[src/rtl/alu_arbiter.sv]
// Round-robin arbiter giving two requesters shared access to an 8-bit ALU.
// One operation is in flight at a time: IDLE (grant) -> EXEC (settle) -> RESP (hold result).
module alu_arbiter #(
  parameter  int unsigned ALU_LAT = 1,
  localparam int unsigned OP_W    = 4,
  localparam int unsigned D_W     = 8,
  localparam int unsigned R_W     = 16
) (
  input  logic            clk,
  input  logic            rst_n,
  input  logic            req0_valid,
  output logic            req0_ready,
  input  logic [OP_W-1:0] req0_opcode,
  input  logic [D_W-1:0]  req0_a,
  input  logic [D_W-1:0]  req0_b,
  input  logic            req1_valid,
  output logic            req1_ready,
  input  logic [OP_W-1:0] req1_opcode,
  input  logic [D_W-1:0]  req1_a,
  input  logic [D_W-1:0]  req1_b,
  output logic            rsp0_valid,
  input  logic            rsp0_ready,
  output logic            rsp1_valid,
  input  logic            rsp1_ready,
  output logic [R_W-1:0]  rsp_result,
  output logic            rsp_flagC,
  output logic            rsp_flagZ,
  output logic [OP_W-1:0] alu_opcode,
  output logic [D_W-1:0]  alu_operand1,
  output logic [D_W-1:0]  alu_operand2,
  input  logic [R_W-1:0]  alu_result,
  input  logic            alu_flagC,
  input  logic            alu_flagZ
);

  localparam int unsigned   CNT_W  = 4;
  localparam logic [OP_W-1:0] OP_DIV = OP_W'(3);

  typedef enum logic [1:0] {IDLE = 2'd0, EXEC = 2'd1, RESP = 2'd2} state_e;

  typedef struct packed {
    logic [OP_W-1:0] opcode;
    logic [D_W-1:0]  a;
    logic [D_W-1:0]  b;
  } alu_req_t;

  state_e           state_q, state_d;
  logic [CNT_W-1:0] cnt_q, cnt_d;
  logic             last_q, last_d;
  logic             owner_q, owner_d;
  alu_req_t         op_q, op_d;
  logic [R_W-1:0]   res_q, res_d;
  logic             flag_c_q, flag_c_d;
  logic             flag_z_q, flag_z_d;
  logic             rsp0_valid_q, rsp0_valid_d;
  logic             rsp1_valid_q, rsp1_valid_d;
  logic             gnt0_c, gnt1_c;
  alu_req_t         req0_pl, req1_pl;

  assign req0_pl = {req0_opcode, req0_a, req0_b};
  assign req1_pl = {req1_opcode, req1_a, req1_b};

  // Grant is combinational in IDLE; last_q=1 means requester 1 was served last.
  always_comb begin
    gnt0_c = 1'b0;
    gnt1_c = 1'b0;
    if (rst_n && (state_q == IDLE)) begin
      if (req0_valid && req1_valid) begin
        gnt0_c = last_q;
        gnt1_c = !last_q;
      end else begin
        gnt0_c = req0_valid;
        gnt1_c = req1_valid;
      end
    end
  end

  always_comb begin
    state_d      = state_q;
    cnt_d        = cnt_q;
    last_d       = last_q;
    owner_d      = owner_q;
    op_d         = op_q;
    res_d        = res_q;
    flag_c_d     = flag_c_q;
    flag_z_d     = flag_z_q;
    rsp0_valid_d = rsp0_valid_q;
    rsp1_valid_d = rsp1_valid_q;
    case (state_q)
      IDLE: begin
        if (gnt0_c || gnt1_c) begin
          op_d    = gnt1_c ? req1_pl : req0_pl;
          cnt_d   = CNT_W'(ALU_LAT);
          owner_d = gnt1_c;
          last_d  = gnt1_c;
          state_d = EXEC;
        end
      end
      EXEC: begin
        cnt_d = cnt_q - CNT_W'(1);
        if (cnt_q == CNT_W'(1)) begin
          // Divide by zero is answered locally with a saturated result.
          if ((op_q.opcode == OP_DIV) && (op_q.b == D_W'(0))) begin
            res_d    = {R_W{1'b1}};
            flag_c_d = 1'b1;
            flag_z_d = 1'b0;
          end else begin
            res_d    = alu_result;
            flag_c_d = alu_flagC;
            flag_z_d = alu_flagZ;
          end
          rsp0_valid_d = !owner_q;
          rsp1_valid_d = owner_q;
          state_d      = RESP;
        end
      end
      RESP: begin
        if (owner_q ? rsp1_ready : rsp0_ready) begin
          rsp0_valid_d = 1'b0;
          rsp1_valid_d = 1'b0;
          state_d      = IDLE;
        end
      end
      default: begin
        state_d = IDLE;
      end
    endcase
  end

  always_ff @(posedge clk or negedge rst_n) begin
    if (!rst_n) begin
      state_q      <= IDLE;
      cnt_q        <= '0;
      last_q       <= 1'b1;
      owner_q      <= 1'b0;
      op_q         <= '0;
      res_q        <= '0;
      flag_c_q     <= 1'b0;
      flag_z_q     <= 1'b0;
      rsp0_valid_q <= 1'b0;
      rsp1_valid_q <= 1'b0;
    end else begin
      state_q      <= state_d;
      cnt_q        <= cnt_d;
      last_q       <= last_d;
      owner_q      <= owner_d;
      op_q         <= op_d;
      res_q        <= res_d;
      flag_c_q     <= flag_c_d;
      flag_z_q     <= flag_z_d;
      rsp0_valid_q <= rsp0_valid_d;
      rsp1_valid_q <= rsp1_valid_d;
    end
  end

  assign req0_ready   = gnt0_c;
  assign req1_ready   = gnt1_c;
  assign rsp0_valid   = rsp0_valid_q;
  assign rsp1_valid   = rsp1_valid_q;
  assign rsp_result   = res_q;
  assign rsp_flagC    = flag_c_q;
  assign rsp_flagZ    = flag_z_q;
  assign alu_opcode   = op_q.opcode;
  assign alu_operand1 = op_q.a;
  assign alu_operand2 = op_q.b;

endmodule

[config.mk]
export PLATFORM = sky130hd
export DESIGN_NAME = alu_arbiter
export DESIGN_NICKNAME = d
export VERILOG_FILES = /design/src/rtl/alu_arbiter.sv
export SDC_FILE = /design/constraint.sdc
export NUM_CORES = 1
export LEC_CHECK = 0
export CAP_MARGIN = 20
export CELL_PAD_IN_SITES_DETAIL_PLACEMENT = 2
export CELL_PAD_IN_SITES_GLOBAL_PLACEMENT = 2
export CORE_UTILIZATION = 25
export DETAILED_ROUTE_END_ITERATION = 8
export PLACE_DENSITY = 0.85
export SYNTH_ARGS = -nofsm -noshare
export SYNTH_HDL_FRONTEND = slang
export SYNTH_SLANG_ARGS = --single-unit
[constraint.sdc]
create_clock -name clk -period 1.7 [get_ports clk]
set_input_delay 0.17 -clock clk [delete_from_list [all_inputs] [get_ports clk]]
set_output_delay 0.17 -clock clk [all_outputs]
set_load 0.1 [all_outputs]
==> impl_metrics.toml, run 1 <==
[die]
fp-row-count = 35
initial_core_util_pct = 26.3
die_h_um = 101
ios = 106
dieArea_sq_mm = 0.0103
core_area_sq_mm = 0.00937
die_x_um = 101

[cells_and_area]
multiInputGateArea_sq_mm = 0.00129
layout.area.seq_sq_mm = 0.00122
fill_cells = 971
drive_above_1_share_pct = 38.4
syn2layout_area_growth_pct = 75.3
final_area_sq_mm = 0.00432
antenna_cells = 0
utilization_pct = 46.1
fin_nets = 432

[detailed_routing]
routed_wl_mm = 10.3
dr.pass1.iters = 4
routedWlPerCell_um = 20.8
ant_nets = 0
vias = 2551
dr.first_iter.drc_count = 51
drc = 0
via_per_inst = 5.14

[clock_network]
cts_buffer_depth = 2
numCtsBuffers = 5
clk_pin_slew_ns = 0.10
clock_latency_ns = 0.31
clock-sinks = 48
cts_tree = "yes"
cts_root_buf = "clkbuf_8"
htree_levels = 2

[grt]
grt_overflow = 0
grt_pass1_wl_mm = 15.6
grt_max_degree = 36
track_usage_pct = 19.8
first_global_vias = 2788
antenna_found_initial = 0

[worst_setup_path]
cp_slowest_cell = "or3b_4"
max_stage_delay_ns = 0.43
path_cells = "or3b_4, buf_12, nor2_4, buf_12"
required_ns = 1.53
cp-start-kind = "flop"
crit_top_cell = "buf_12"
crit_family = "simple AND/OR/NAND/NOR gates"
path_class = "reg -> out"
crit_path_max_fanout = 4
crit_buf_inv = 2
cp-end-kind = "primary output"
worstPathArrival_ns = 1.59

[run]
drv_cap = 0

[sta]
maxSlewHeadroom_pct = 39.2
fin_ws_ns = -0.0567
slew_viol_final = 0
maxClockFrequency_mhz = 569
period_minus_slack_ns = 1.76
hold_viol_final = 0
post-route-period-util_pct = 103
fin_skew_ns = 0.00937
setup_viol = 4
grt_setup_unrepaired = "true"
tns_ns = -0.160
worst_pin_slew_ns = 0.909

[synth]
ys_seq_area_share_pct = 48.8
async_flop_share_pct = 100
synth-warning-count = 0
syn_area_sq_mm = 0.00246
synth-main-ff-cell = "dfrtp_1"
synth.distinct_cells = 41
syn-num-nets = 305
ys_seq_elements = 48
synthCells = 239
synth_area_per_cell_sq_um = 10.3
synth_edf_count = 0

[outcome]
status = "finished with violations"
violations = "setup timing"

[placement]
place_area_sq_mm = 0.00380
routabilityCongestion = 0.722
hpwl_mm = 6.61
io_buffers = 105

[min_path]
holdCritPathClass = "in -> async"
-- cells in the mapped netlist, drive strengths merged, types with 2 or more instances --
master,count,area share (%)
a21boi,2,0.61
a21oi,21,4.3
a221o,2,0.81
a2bb2oi,17,6.0
a31oi,20,5.1
and2,2,0.51
buf,15,5.0
clkbuf,7,1.1
dfrtp,47,48
ha,2,1.0
inv,6,0.91
nand2,3,0.46
nand2b,2,0.51
nand3,21,4.3
nor2,6,2.5
nor3,17,5.5
nor3b,2,0.81
nor4,5,1.3
o21ai,24,4.9
o22ai,4,1.0
or3b,2,0.81
-- worst min-delay path, stage by stage --
cell and delay (ns):
buf_2 0.14, buf_4 0.12, dlygate4sd3_1 0.70
-- repair_timing --
item,CTS,global route
setup buffers,10,3
pin swaps,8,7
gates resized for setup,5,32
hold buffers,4,0
endpoints found under the hold margin,47,0
gates cloned,1,2
setup endpoints to repair,22,44
-- logic make-up after synthesis --
family / after synthesis / share of synthesized area [%]
AOI/OAI and AO/OA: 94 / 24.1
and+or+nand+nor: 64 / 17.9
DFF: 48 / 48.8
buffers and inverters: 28 / 7.01
muxes: 2 / 0.863
adders and majority gates: 2 / 1.02
xor gates and xnor gates: 1 / 0.356
-- layout make-up --
| class | instances | share of cell area [%] |
|---|---|---|
| multi-input cells | 165 | 29.8 |
| repair buffers | 140 | 35.6 |
| flip-flops and latches | 48 | 28.2 |
| well taps | 129 | 3.74 |
| clock buffers | 7 | 2.00 |
| inverters | 6 | 0.522 |
| clock inverters | 1 | 0.174 |
-- worst paths after layout --
path | from | to | slack (ns) | cells after the start
min in group clk | req1_a[5] | alu_operand1[5] | 0.44 | 3
worst max-delay path | state_q[1] | req1_ready | -0.06 | 4
worst max register to register | state_q[1] | alu_operand2[1] | -0.04 | 5
worst min register to register | rsp_result[13] | rsp_result[13] | 0.54 | 1
max in group asynchronous | rst_n | alu_operand2[6] | 0.55 | 3
worst min-delay path | rst_n | cnt_q[1] | 0.42 | 3
-- metrics by stage --
step	cells	hold slack, ns	worst slack, ns
after floorplan	239	-0.126	-0.0475
after global placement	467	0.168	0.0390
after detailed placement	467	0.186	-0.0888
after CTS	490	0.436	-0.0661
after global routing	496	0.442	-0.0904
final	496	0.418	-0.0567
-- registers in the layout, summed over array words and instances, names as in the netlist --
register and count:
alu_opcode 4, alu_operand1 8, alu_operand2 8, cnt_q 4, last_q 1, owner_q 1
rsp0_valid 1, rsp1_valid 1, rsp_flagC 1, rsp_flagZ 1, rsp_result 16, state_q 2
-- routing by layer --
layer	vias to the layer above	global-route usage, %	wire length [um]
met5	-	0	0
met3	17	4.35	611
met1	1281	22.7	4100
li1	1160	-	-
met4	0	3.34	214
met2	93	37.8	5380
-- cell usage in the layout (no fill, tap or decap), types with 3 or more instances in the layout --
cell type / n
clkdlybuf4s50_1: 62
buf_4: 47
dfrtp_1: 35
nand3_1: 21
a21oi_1: 21
buf_12: 21
a31oi_1: 19
nor3_2: 15
dfrtp_2: 12
o21ai_1: 11
a2bb2oi_1: 9
a2bb2oi_2: 8
o21ai_0: 7
inv_1: 6
clkbuf_8: 6
nor2_4: 4
o21ai_2: 4
nor4_1: 4
o22ai_1: 4
dlygate4sd3_1: 4
nand2_1: 3
Power of run 1 is not shown: default switching activity piles up to over one toggle a cycle in this logic, so the estimate is an artifact.
==> run 2, diff against run 1 <==
--- a/config.mk
+++ b/config.mk
@@ -8,9 +8,11 @@
 export CAP_MARGIN = 20
 export CELL_PAD_IN_SITES_DETAIL_PLACEMENT = 2
 export CELL_PAD_IN_SITES_GLOBAL_PLACEMENT = 2
+export CORE_MARGIN = 1
 export CORE_UTILIZATION = 25
 export DETAILED_ROUTE_END_ITERATION = 8
 export PLACE_DENSITY = 0.85
+export SKIP_LAST_GASP = 1
 export SYNTH_ARGS = -nofsm -noshare
 export SYNTH_HDL_FRONTEND = slang
 export SYNTH_SLANG_ARGS = --single-unit
==> run 2 against run 1 <==
The run still ends with setup timing left; sequential share of layout area hardly changed; sequential cell count stayed put; highest routed layer unchanged; critical path type unchanged; cell area barely moved; register-to-register slack improved by 0.02 ns.
==> impl_metrics.toml, run 2 (same netlist as run 1, synthesis figures left out) <==
[die]
core_area_sq_mm = 0.00937
die_x_um = 101
dieArea_sq_mm = 0.0103
ios = 106
die_h_um = 101
fp-row-count = 35
initial_core_util_pct = 26.3

[worst_setup_path]
worstPathArrival_ns = 1.59
path_class = "reg -> out"
required_ns = 1.53
crit_start = "state_q[1]"
r2r_start = "state_q[1]"
crit_path_max_fanout = 4
cp-start-kind = "flop"
path_cells = "or3b_4, buf_12, nor2_4, buf_12"
cp_slowest_cell = "or3b_4"
cp-end-kind = "primary output"
r2r_setup_slack_ns = -0.02
max_stage_delay_ns = 0.43
crit_top_cell = "buf_12"

[detailed_routing]
drc = 0
dr.first_iter.drc_count = 44
dr.pass1.iters = 4
vias = 2597
ant_nets = 0
routed_wl_mm = 11.1
routedWlPerCell_um = 22.2
via_per_inst = 5.21

[grt]
grt_pass1_wl_mm = 15.5
use_met2_pct = 36.9
grt_max_degree = 36
first_global_vias = 2795
antenna_found_initial = 0
busiest_layer = "met2"
gr-usage-met3_pct = 5.04
grt_overflow = 0
met1_usage_pct = 22.3
track_usage_pct = 19.8

[placement]
hpwl_mm = 6.61
io_buffers = 105
routabilityCongestion = 0.722

[clock_network]
clk_pin_slew_ns = 0.10
cts_buffer_depth = 2
htree_levels = 2
numCtsBuffers = 5
clock_latency_ns = 0.31
clock-sinks = 48
cts_tree = "yes"
cts_root_buf = "clkbuf_8"

[sta]
period_minus_slack_ns = 1.76
maxSlewHeadroom_pct = 51.1
fin_skew_ns = 0.0136
tns_ns = -0.141
hold_viol_final = 0
slew_viol_final = 0
grt_setup_unrepaired = "true"
maxClockFrequency_mhz = 570
holdWs_ns = 0.443
fin_ws_ns = -0.0551
setup_viol = 5
post-route-period-util_pct = 103
worst_pin_slew_ns = 0.731

[cells_and_area]
largest_reg_flops = 16
final_common_cell = "clkdlybuf4s50_1"
final_cell_mix = "clkdlybuf4s50_1 (62), buf_4 (47), dfrtp_1 (35)"
fin_nets = 434
antenna_cells = 0
drive_above_1_share_pct = 36.3
syn2layout_area_growth_pct = 75.4
fill_cells = 995

[run]
drv_cap = 0

[outcome]
status = "finished with violations"
violations = "setup timing"

[min_path]
holdCritPathClass = "in -> async"
-- run 2: cell type report --
class	instances	area (sq um)	area share [%]
Clock buffer	7	86.3	2.00
Sequential cell	48	1220	28.2
Timing Repair Buffer	143	1590	36.9
Tap cell	129	161	3.74
Clock inverter	1	7.51	0.174
Inverter	6	22.5	0.521
Multi-Input combinational cell	164	1230	28.5
-- run 2: per-layer routing --
metal  wire length [um]  share of wire [%]  up-vias
li1                   -                  -     1162
met1               4450                 40     1317
met2               5820                 53      101
met3                581                5.2       17
met4                218                2.0        0
met5                  0                  0        -
-- run 2: what timing repair did --
item                       CTS  global route
pin swaps                    3            12
gates resized for setup      4            22
hold endpoints to repair    47             0
gates cloned                 1             3
setup endpoints to repair   22            44
hold buffers                 4             0
buffers inserted            10             4
-- run 2: per-stage QoR --
| stage | instance area (sq um) | setup slack (ns) | utilization (%) | std cells |
|---|---|---|---|---|
| floorplan | 2490 | -0.0475 | - | 239 |
| global placement | 3800 | 0.0390 | 40.6 | 467 |
| detailed placement | 3800 | -0.0888 | 40.6 | 467 |
| CTS | 4060 | -0.0664 | 43.3 | 490 |
| global route | 4320 | -0.0877 | 46.1 | 498 |
| finish | 4320 | -0.0551 | 46.1 | 498 |
-- run 2: path summary, 6_finish.rpt --
kind | cells after the start | to
worst max-delay path | 4 | req1_ready
worst min-delay path | 3 | cnt_q[1]
worst min register to register | 1 | last_q
worst max register to register | 5 | alu_operand2[1]
max in group asynchronous | 3 | alu_operand2[4]
min in group clk | 3 | alu_operand2[6]
-- run 2: worst max-delay path: cells and delay by family (launching register included) --
| family | cells | cell delay (ns) |
|---|---|---|
| simple gates | 2 | 0.54 |
| flops | 1 | 0.41 |
| buf+inv | 2 | 0.33 |
Power of run 2 is left out for the same reason.
==> run 3, diff against run 2 <==
--- a/config.mk
+++ b/config.mk
@@ -8,9 +8,10 @@
 export CAP_MARGIN = 20
 export CELL_PAD_IN_SITES_DETAIL_PLACEMENT = 2
 export CELL_PAD_IN_SITES_GLOBAL_PLACEMENT = 2
-export CORE_MARGIN = 1
+export CORE_MARGIN = 8
 export CORE_UTILIZATION = 25
 export DETAILED_ROUTE_END_ITERATION = 8
+export GPL_TIMING_DRIVEN = 0
 export PLACE_DENSITY = 0.85
 export SKIP_LAST_GASP = 1
 export SYNTH_ARGS = -nofsm -noshare
==> run 3 against run 2 <==
The flow still finishes with violations (setup timing); clock skew fell by 0.0017 ns; setup slack got worse by 0.026 ns; via count fell by 5.5%; critical endpoint is now req0_ready; largest cell class unchanged.
==> impl_metrics.toml, run 3 (same netlist as run 1, synthesis figures left out) <==
[worst_setup_path]
required_ns = 1.53
crit_path_max_fanout = 4
path_cells = "or3b_4, buf_12, nor2_4, buf_12"
path_class = "reg -> out"
crit_buf_inv = 2
cp-end-kind = "primary output"
cp-start-kind = "flop"
max_stage_delay_ns = 0.43
crit_family = "simple AND/OR/NAND/NOR gates"
worstPathArrival_ns = 1.61
crit_top_cell = "buf_12"
cp_slowest_cell = "dfrtp_2"

[cells_and_area]
fin_nets = 432
utilization_pct = 41.9
syn2layout_area_growth_pct = 64.7
final_cell_mix = "clkdlybuf4s50_1 (62), dfrtp_1 (33), clkdlybuf4s15_2 (28), a21oi_1 (21)"
final_common_cell = "clkdlybuf4s50_1"
drive_above_1_share_pct = 32.7
antenna_cells = 0
largest_reg_flops = 16

[detailed_routing]
ant_nets = 0
dr.pass1.iters = 4
met2_length_mm = 4.87
drc = 0
vias = 2455
drt-met1-wl_mm = 4.21
dr.first_iter.drc_count = 62
top_layer = "met4"
routed_wl_mm = 9.84
wl_met3_um = 707
via_per_inst = 4.91
routedWlPerCell_um = 19.7

[die]
ios = 106
die_h_um = 115
fp-row-count = 36
die_x_um = 115
initial_core_util_pct = 25.4
dieArea_sq_mm = 0.0133
core_area_sq_mm = 0.00968

[sta]
fin_ws_ns = -0.0814
slew_viol_final = 0
hold_viol_final = 0
fin_skew_ns = 0.0119
maxClockFrequency_mhz = 561
setup_viol = 2
maxSlewHeadroom_pct = 45.7
tns_ns = -0.147
post-route-period-util_pct = 105
holdWs_ns = 0.437
worst_pin_slew_ns = 0.811
period_minus_slack_ns = 1.78
grt_setup_unrepaired = "true"

[clock_network]
clock-sinks = 48
numCtsBuffers = 5
cts_tree = "yes"
htree_levels = 2
cts_buffer_depth = 2
clk_pin_slew_ns = 0.09
clock_latency_ns = 0.30
cts_root_buf = "clkbuf_8"

[run]
drv_cap = 0

[grt]
grt_pass1_wl_mm = 15.5
grt_max_degree = 31
antenna_found_initial = 0
grt_overflow = 0
first_global_vias = 2846
track_usage_pct = 14.7

[outcome]
status = "finished with violations"
violations = "setup timing"

[placement]
hpwl_mm = 7.38
routabilityCongestion = 0.750
io_buffers = 105

[min_path]
holdCritPathClass = "in -> reg"
==> run 3: cell type report <==
type / instances / area, sq um
plain buffers: 21 / 163
clock buffers: 6 / 72.6
clock inverters: 2 / 35.0
fillers: 1041 / 5630
inverters: 6 / 22.5
multi-input cells: 163 / 1150
flip-flops and latches: 48 / 1220
well taps: 133 / 166
repair buffers: 121 / 1220
==> run 3: per-stage QoR <==
stage / setup WS (ns) / std cells / area, sq um
after floorplan: -0.0475 / 239 / 2490
after global placement: -2.86 / 477 / 3710
after global routing: -0.136 / 500 / 4060
after CTS: -0.151 / 495 / 3990
after detailed placement: -1.30 / 478 / 3720
final: -0.0814 / 500 / 4060
==> run 3: worst paths after layout <==
| check | slack (ns) | cells past startpoint | endpoint | startpoint |
|---|---|---|---|---|
| max in group asynchronous | 0.68 | 2 | rsp_result[6] | rst_n |
| hold / removal | 0.44 | 3 | alu_opcode[1] | req1_opcode[1] |
| setup / recovery | -0.08 | 4 | req0_ready | state_q[1] |
| hold reg to reg | 0.52 | 1 | cnt_q[0] | cnt_q[0] |
| min in group asynchronous | 0.52 | 2 | rsp_flagZ | rst_n |
| setup reg to reg | 0.03 | 7 | rsp_result[7] | cnt_q[1] |
==> run 3: worst register-to-register path: cells and delay by family (launching register included) <==
kind,cells,cell delay (ns)
AOI/OAI and AO/OA,1,0.08
and+or+nand+nor,2,0.59
adders and majority gates,1,0.14
DFF,1,0.40
buffers and inverters,3,0.38
==> run 3: metal layers <==
| layer | vias to the layer above | GRT usage [%] |
|---|---|---|
| met5 | - | 0 |
| met4 | 0 | 2.36 |
| met3 | 5 | 5.20 |
| met2 | 76 | 25.6 |
| met1 | 1216 | 17.1 |
| li1 | 1158 | - |
==> run 3: what timing repair did <==
item | in CTS | in global routing
endpoints found under the hold margin | 17 | 0
buffers inserted | 6 | 5
pin swaps | 3 | 5
cloned | 0 | 1
hold buffers | 3 | 0
resized for setup | 133 | 26
endpoints found under the setup margin | 62 | 44
Power of run 3 is left out for the same reason.
